File: config.mk
export PLATFORM = sky130hd
export DESIGN_NAME = clear_seq_ctrl
export DESIGN_NICKNAME = d
export VERILOG_FILES = /design/src/rtl/cdc_clear_sync_pkg.sv /design/src/rtl/clear_seq_ctrl.sv
export SDC_FILE = /design/constraint.sdc
export NUM_CORES = 1
export LEC_CHECK = 0
export CAP_MARGIN = 40
export CORE_MARGIN = 1.5
export CORE_UTILIZATION = 49
export DETAILED_ROUTE_END_ITERATION = 10
export GPL_TIMING_DRIVEN = 0
export PLACE_DENSITY = 0.82
export SKIP_LAST_GASP = 1
export SYNTH_ARGS = -nofsm -noshare
export SYNTH_HDL_FRONTEND = slang
export SYNTH_SLANG_ARGS = --single-unit
File: constraint.sdc
create_clock -name clk_i -period 4.05 [get_ports clk_i]
set_clock_uncertainty 0.05 [all_clocks]
set_input_delay 0.6075 -clock clk_i [delete_from_list [all_inputs] [get_ports clk_i]]
set_output_delay 0.6075 -clock clk_i [all_outputs]
set_load 0.01 [all_outputs]
File: src/rtl/cdc_clear_sync_pkg.sv
// Shared types for the clear domain: the clear sequencer phase encoding,
// the channel-count ceiling and a helper that tells whether a phase isolates.
package cdc_clear_sync_pkg;

    typedef enum logic [1:0] {
        CLEAR_SEQ_IDLE       = 2'd0,
        CLEAR_SEQ_ISOLATE    = 2'd1,
        CLEAR_SEQ_CLEAR      = 2'd2,
        CLEAR_SEQ_POST_CLEAR = 2'd3
    } clear_seq_phase_e;

    localparam int unsigned ClearSeqMaxChannels = 32;

    // Isolation is held through every phase except IDLE.
    function automatic logic clear_seq_is_isolated(clear_seq_phase_e phase);
        return phase != CLEAR_SEQ_IDLE;
    endfunction

endpackage

File: src/rtl/clear_seq_ctrl.sv
// Clear sequencer: walks the enabled channels through
// IDLE -> ISOLATE -> CLEAR -> POST_CLEAR -> IDLE. Each phase waits for an
// acknowledge from every enabled channel, honours a minimum hold time and,
// when configured, gives up after a timeout while recording the silent
// channels. One request arriving mid-sequence is queued.
//
//   state       | meaning
//   ------------+------------------------------------------------------
//   IDLE        | no sequence running; accepts a new or queued request
//   ISOLATE     | isolation asserted, agents quiescing
//   CLEAR       | isolation and clear strobe asserted
//   POST_CLEAR  | clear released, isolation held while agents recover
module clear_seq_ctrl
    import cdc_clear_sync_pkg::*;
#(
    parameter int unsigned NumChannels   = 4,
    parameter int unsigned MinHoldCycles = 2,
    parameter int unsigned TimeoutCycles = 0
) (
    input  logic                   clk_i,
    input  logic                   rst_ni,
    input  logic                   clear_req_i,
    input  logic [NumChannels-1:0] chan_en_i,
    input  logic [NumChannels-1:0] ack_i,
    input  logic                   err_clr_i,
    output logic [1:0]             phase_o,
    output logic                   isolate_o,
    output logic                   clear_o,
    output logic                   busy_o,
    output logic                   done_o,
    output logic                   err_o,
    output logic [NumChannels-1:0] err_chan_o
);

    localparam int unsigned CntMax      = (MinHoldCycles > TimeoutCycles) ? MinHoldCycles
                                                                          : TimeoutCycles;
    localparam int unsigned CntW        = $clog2(CntMax + 1);
    localparam int unsigned TimeoutLast = (TimeoutCycles == 0) ? 0 : TimeoutCycles - 1;

    localparam logic [CntW-1:0] HoldLastV    = CntW'(MinHoldCycles - 1);
    localparam logic [CntW-1:0] TimeoutLastV = CntW'(TimeoutLast);
    localparam logic [CntW-1:0] CntMaxV      = CntW'(CntMax);

    if (MinHoldCycles < 1) begin : gen_bad_min_hold
        $error("clear_seq_ctrl: MinHoldCycles must be at least 1");
    end
    if (TimeoutCycles != 0 && TimeoutCycles <= MinHoldCycles) begin : gen_bad_timeout
        $error("clear_seq_ctrl: TimeoutCycles must be 0 or exceed MinHoldCycles");
    end
    if (NumChannels < 1 || NumChannels > ClearSeqMaxChannels) begin : gen_bad_channels
        $error("clear_seq_ctrl: NumChannels must be within 1..ClearSeqMaxChannels");
    end

    clear_seq_phase_e       phase_q;
    clear_seq_phase_e       phase_next;
    logic [NumChannels-1:0] mask_q;
    logic [NumChannels-1:0] ack_seen_q;
    logic [CntW-1:0]        cnt_q;
    logic                   pending_q;
    logic                   done_q;
    logic                   err_q;
    logic [NumChannels-1:0] err_chan_q;
    logic                   isolate_q;
    logic                   clear_q;

    logic in_seq;
    logic all_acked;
    logic timeout_hit;
    logic advance;

    // Phase advance decision; current-cycle acks already count as received.
    always_comb begin
        in_seq      = (phase_q != CLEAR_SEQ_IDLE);
        all_acked   = &(ack_seen_q | ack_i | ~mask_q);
        timeout_hit = in_seq && (TimeoutCycles != 0) && (cnt_q == TimeoutLastV) && !all_acked;
        advance     = in_seq && (((cnt_q >= HoldLastV) && all_acked) || timeout_hit);
        phase_next  = CLEAR_SEQ_IDLE;
        case (phase_q)
            CLEAR_SEQ_ISOLATE:    phase_next = CLEAR_SEQ_CLEAR;
            CLEAR_SEQ_CLEAR:      phase_next = CLEAR_SEQ_POST_CLEAR;
            CLEAR_SEQ_POST_CLEAR: phase_next = CLEAR_SEQ_IDLE;
            default:              phase_next = CLEAR_SEQ_ISOLATE;
        endcase
    end

    // Sequencer state, hold/timeout counter, request queue and sticky error capture.
    always_ff @(posedge clk_i or negedge rst_ni) begin
        if (!rst_ni) begin
            phase_q    <= CLEAR_SEQ_IDLE;
            mask_q     <= '0;
            ack_seen_q <= '0;
            cnt_q      <= '0;
            pending_q  <= 1'b0;
            done_q     <= 1'b0;
            err_q      <= 1'b0;
            err_chan_q <= '0;
            isolate_q  <= 1'b0;
            clear_q    <= 1'b0;
        end else begin
            done_q <= 1'b0;

            if (timeout_hit) begin
                err_q      <= 1'b1;
                err_chan_q <= err_chan_q | (mask_q & ~(ack_seen_q | ack_i));
            end else if (err_clr_i) begin
                err_q      <= 1'b0;
                err_chan_q <= '0;
            end

            if (!in_seq) begin
                if (clear_req_i || pending_q) begin
                    phase_q   <= CLEAR_SEQ_ISOLATE;
                    isolate_q <= 1'b1;
                    clear_q   <= 1'b0;
                    mask_q    <= chan_en_i;
                    pending_q <= 1'b0;
                end
            end else begin
                if (clear_req_i) begin
                    pending_q <= 1'b1;
                end
                if (advance) begin
                    phase_q    <= phase_next;
                    isolate_q  <= clear_seq_is_isolated(phase_next);
                    clear_q    <= (phase_next == CLEAR_SEQ_CLEAR);
                    cnt_q      <= '0;
                    ack_seen_q <= '0;
                    if (phase_q == CLEAR_SEQ_POST_CLEAR) begin
                        done_q <= 1'b1;
                    end
                end else begin
                    if (cnt_q != CntMaxV) begin
                        cnt_q <= cnt_q + 1'b1;
                    end
                    ack_seen_q <= ack_seen_q | (ack_i & mask_q);
                end
            end
        end
    end

    assign phase_o    = phase_q;
    assign isolate_o  = isolate_q;
    assign clear_o    = clear_q;
    assign busy_o     = in_seq | pending_q;
    assign done_o     = done_q;
    assign err_o      = err_q;
    assign err_chan_o = err_chan_q;

endmodule

==> flow_summary.json <==
{
  "status": "complete, no violations",
  "cts_hold_repair.buffers": 0,
  "worstHoldEndpoint": "ack_seen_q[2]",
  "yosysSeqAreaShare_pct": 49.2,
  "hold_ws_ns": 0.451,
  "max_cap_viol_count": 0,
  "hold_viol_final": 0,
  "min_from": "ack_seen_q[2]",
  "synth_edf_count": 0,
  "antenna_left": 0,
  "cts_buffers": 3,
  "overflow": 0,
  "rsz0062_at_grt": "false",
  "p_seq_share_pct": 39.2,
  "cts_resized": 0,
  "setup_tns_ns": 0,
  "leakage_nw": 0.489,
  "drtPass1Iterations": 4,
  "path_cells": "inv_1 > ha_1 > buf_4 > nand2b_1 > clkdlybuf4s50_1",
  "ys_warn_count": 0,
  "place_area_sq_mm": 0.00101,
  "cts_sinks": 16,
  "worstReg2RegEnd": "clear_o",
  "clock_latency_ns": 0.27,
  "ys_ff_latch": 16,
  "vdd_drop_max_uv": 403,
  "final_nets": 116,
  "cts_tree": "built",
  "critPathMaxStageDelay_ns": 0.52,
  "io_pins": 23,
  "setup_violations": 0,
  "htree_num_levels": 1,
  "initial_core_util_pct": 53.4,
  "synthArstFlopShare_pct": 100,
  "reg2reg_slack_ns": 2.17,
  "cts_root_buffer": "clkbuf_4",
  "grt_max_degree": 17,
  "critical_path_class": "reg2out",
  "hold_path.class": "reg2reg",
  "synth.most_common_cell": "dfrtp_1",
  "postSynthAreaPerCell_sq_um": 11.2,
  "clockBufferDepth": 2,
  "r2r_cells": 6,
  "fmax_mhz": 418,
  "vias": 560,
  "die_area_sq_mm": 0.00192,
  "ys_top_cells_by_area": "dfrtp_1, ha_1, buf_4, mux2_2, nor2_1",
  "grtUsageTotal_pct": 15.7,
  "r2r_start": "phase_o[0]",
  "grt_pass1_vias": 507,
  "synthTopCellsByCount": "dfrtp_1, nor2_1, buf_4, ha_1, inv_1",
  "wl_per_cell_microns": 11.8,
  "drc": 0,
  "p_total_uw": 736,
  "drv_slew": 0,
  "drt_wl_total_microns": 1320,
  "tightest_slew_ns": 0.698,
  "period_minus_slack_ns": 2.39,
  "netlist_area_sq_um": 815,
  "fin_area_sq_mm": 0.00103,
  "port_buffers": 16,
  "switchingPower_uw": 267,
  "pwr-share-comb_pct": 50.1,
  "whs_path_depth": 2,
  "drt-initial-drc-count": 8,
  "crit_path_start_kind": "register",
  "synth_cells": 73,
  "post_cts_buffers": 0,
  "rows": 14,
  "slew_headroom_pct": 53.3,
  "chipWidth_microns": 43.8,
  "pwr-share-clk_pct": 10.6,
  "gp_congestion": 0.705,
  "power.density_mw_per_mm2": 713,
  "synth_top_area_cell": "dfrtp_1",
  "via_per_inst": 5.00,
  "grt_antenna_before_repair": 0,
  "layout-drive-gt1-share_pct": 16.7,
  "synth-main-ff-cell": "dfrtp_1",
  "power.internal_uw": 469,
  "critPathArrivalTime_ns": 1.73,
  "die_h_microns": 43.8,
  "swShare_pct": 36.3,
  "core_area_sq_mm": 0.00152,
  "ys_types": 23,
  "post-route-period-util_pct": 59.0,
  "area_delta_synth_final_pct": 26.7,
  "antennaDiodeCount": 0,
  "cp_data_required_time_ns": 3.39,
  "cp_max_fo": 9,
  "grt_pass1_wl_microns": 2200,
  "crit_path_end_kind": "output port",
  "dp_hpwl_microns": 1040,
  "post-route-util_pct": 67.7,
  "slowest_stage": "clkdlybuf4s50_1",
  "clk_pin_slew_ns": 0.08,
  "synthDominantCellAreaShare_pct": 49.2
}
-- worst max-delay path by stage --
stage,start,endpoint,slack (ns)
6_report,phase_o[0],busy_o,1.66
5_1_grt,phase_o[0],busy_o,1.58
4_1_cts,phase_o[0],busy_o,1.65
3_5_place_dp,clear_req_i,phase_o[1],1.80
3_3_place_gp,clear_req_i,clear_o,1.79
2_1_floorplan,phase_o[0],clear_o,2.30
-- final cells by class --
class | instances | area, sq um
flip-flops and latches | 16 | 400
fillers | 118 | 492
multi-input cells | 49 | 362
inverters | 6 | 22.5
well taps | 16 | 20.0
repair buffers | 16 | 160
clock buffers | 3 | 22.5
plain buffers | 6 | 45.0
-- metal layers --
layer / share of wire, % / track usage (%)
met5: 0 / 0
met1: 48 / 21.9
met3: 4.5 / 2.50
met4: 0.76 / 7.27
met2: 47 / 24.1
-- logic make-up (layout without fill, tap and decap cells) --
kind of cell             count (synthesis)  count (layout)  share of synthesized area, %
flip-flops                              16              16                          49.2
AO/OA/AOI/OAI                           10              10                          7.37
adder cells (fa/ha/maj)                  6               6                          9.22
AND/OR/NAND/NOR                         20              20                          14.7
other                                    1               5                         0.460
buffers and inverters                   12              31                          8.29
multiplexers                             8               8                          10.8
-- layout by cell type (no fill, tap or decap), drive strengths merged --
| cell type | Yosys | layout |
|---|---|---|
| nand2 | 2 | 2 |
| buf | 6 | 6 |
| o21a | 1 | 1 |
| nand4 | 1 | 1 |
| clkbuf | 0 | 3 |
| and3 | 1 | 1 |
| inv | 6 | 6 |
| a31oi | 3 | 3 |
| or3b | 3 | 3 |
| o21ai | 4 | 4 |
| nor2 | 9 | 9 |
| mux2 | 6 | 6 |
| clkdlybuf4s50 | 0 | 16 |
| nor3b | 1 | 1 |
| and2 | 2 | 2 |
| mux2i | 2 | 2 |
| conb | 1 | 5 |
| a21oi | 2 | 2 |
| dfrtp | 16 | 16 |
| ha | 6 | 6 |
| nand2b | 1 | 1 |
-- state kept, by name, indices dropped and copies added, names as in the netlist --
name,count
mask_q,4
pending_q,1
phase_o,2
done_o,1
cnt_q,2
ack_seen_q,4
isolate_o,1
clear_o,1
-- power by group through the flow --
stage | Clock [mW] | Combinational, mW | Sequential, mW
2_1_floorplan | 0 | 0.255 | 0.291
3_3_place_gp | 0 | 0.364 | 0.287
3_5_place_dp | 0 | 0.373 | 0.294
4_1_cts | 0.0804 | 0.377 | 0.290
5_1_grt | 0.0867 | 0.416 | 0.298
6_report | 0.0782 | 0.369 | 0.289
-- through the flow --
step,worst slack [ns],cells
3_3_place_gp,1.79,109
3_5_place_dp,1.80,109
4_1_cts,1.65,112
2_1_floorplan,2.30,77
6_report,1.66,112
5_1_grt,1.58,112
-- critical path: cells and delay by family (launching register included) --
kind,cells,cell delay [ns]
simple gates,1,0.07
buf+inv,3,0.77
flops,1,0.42
fa+ha+maj,1,0.20
(Power assumes the default switching activity.)
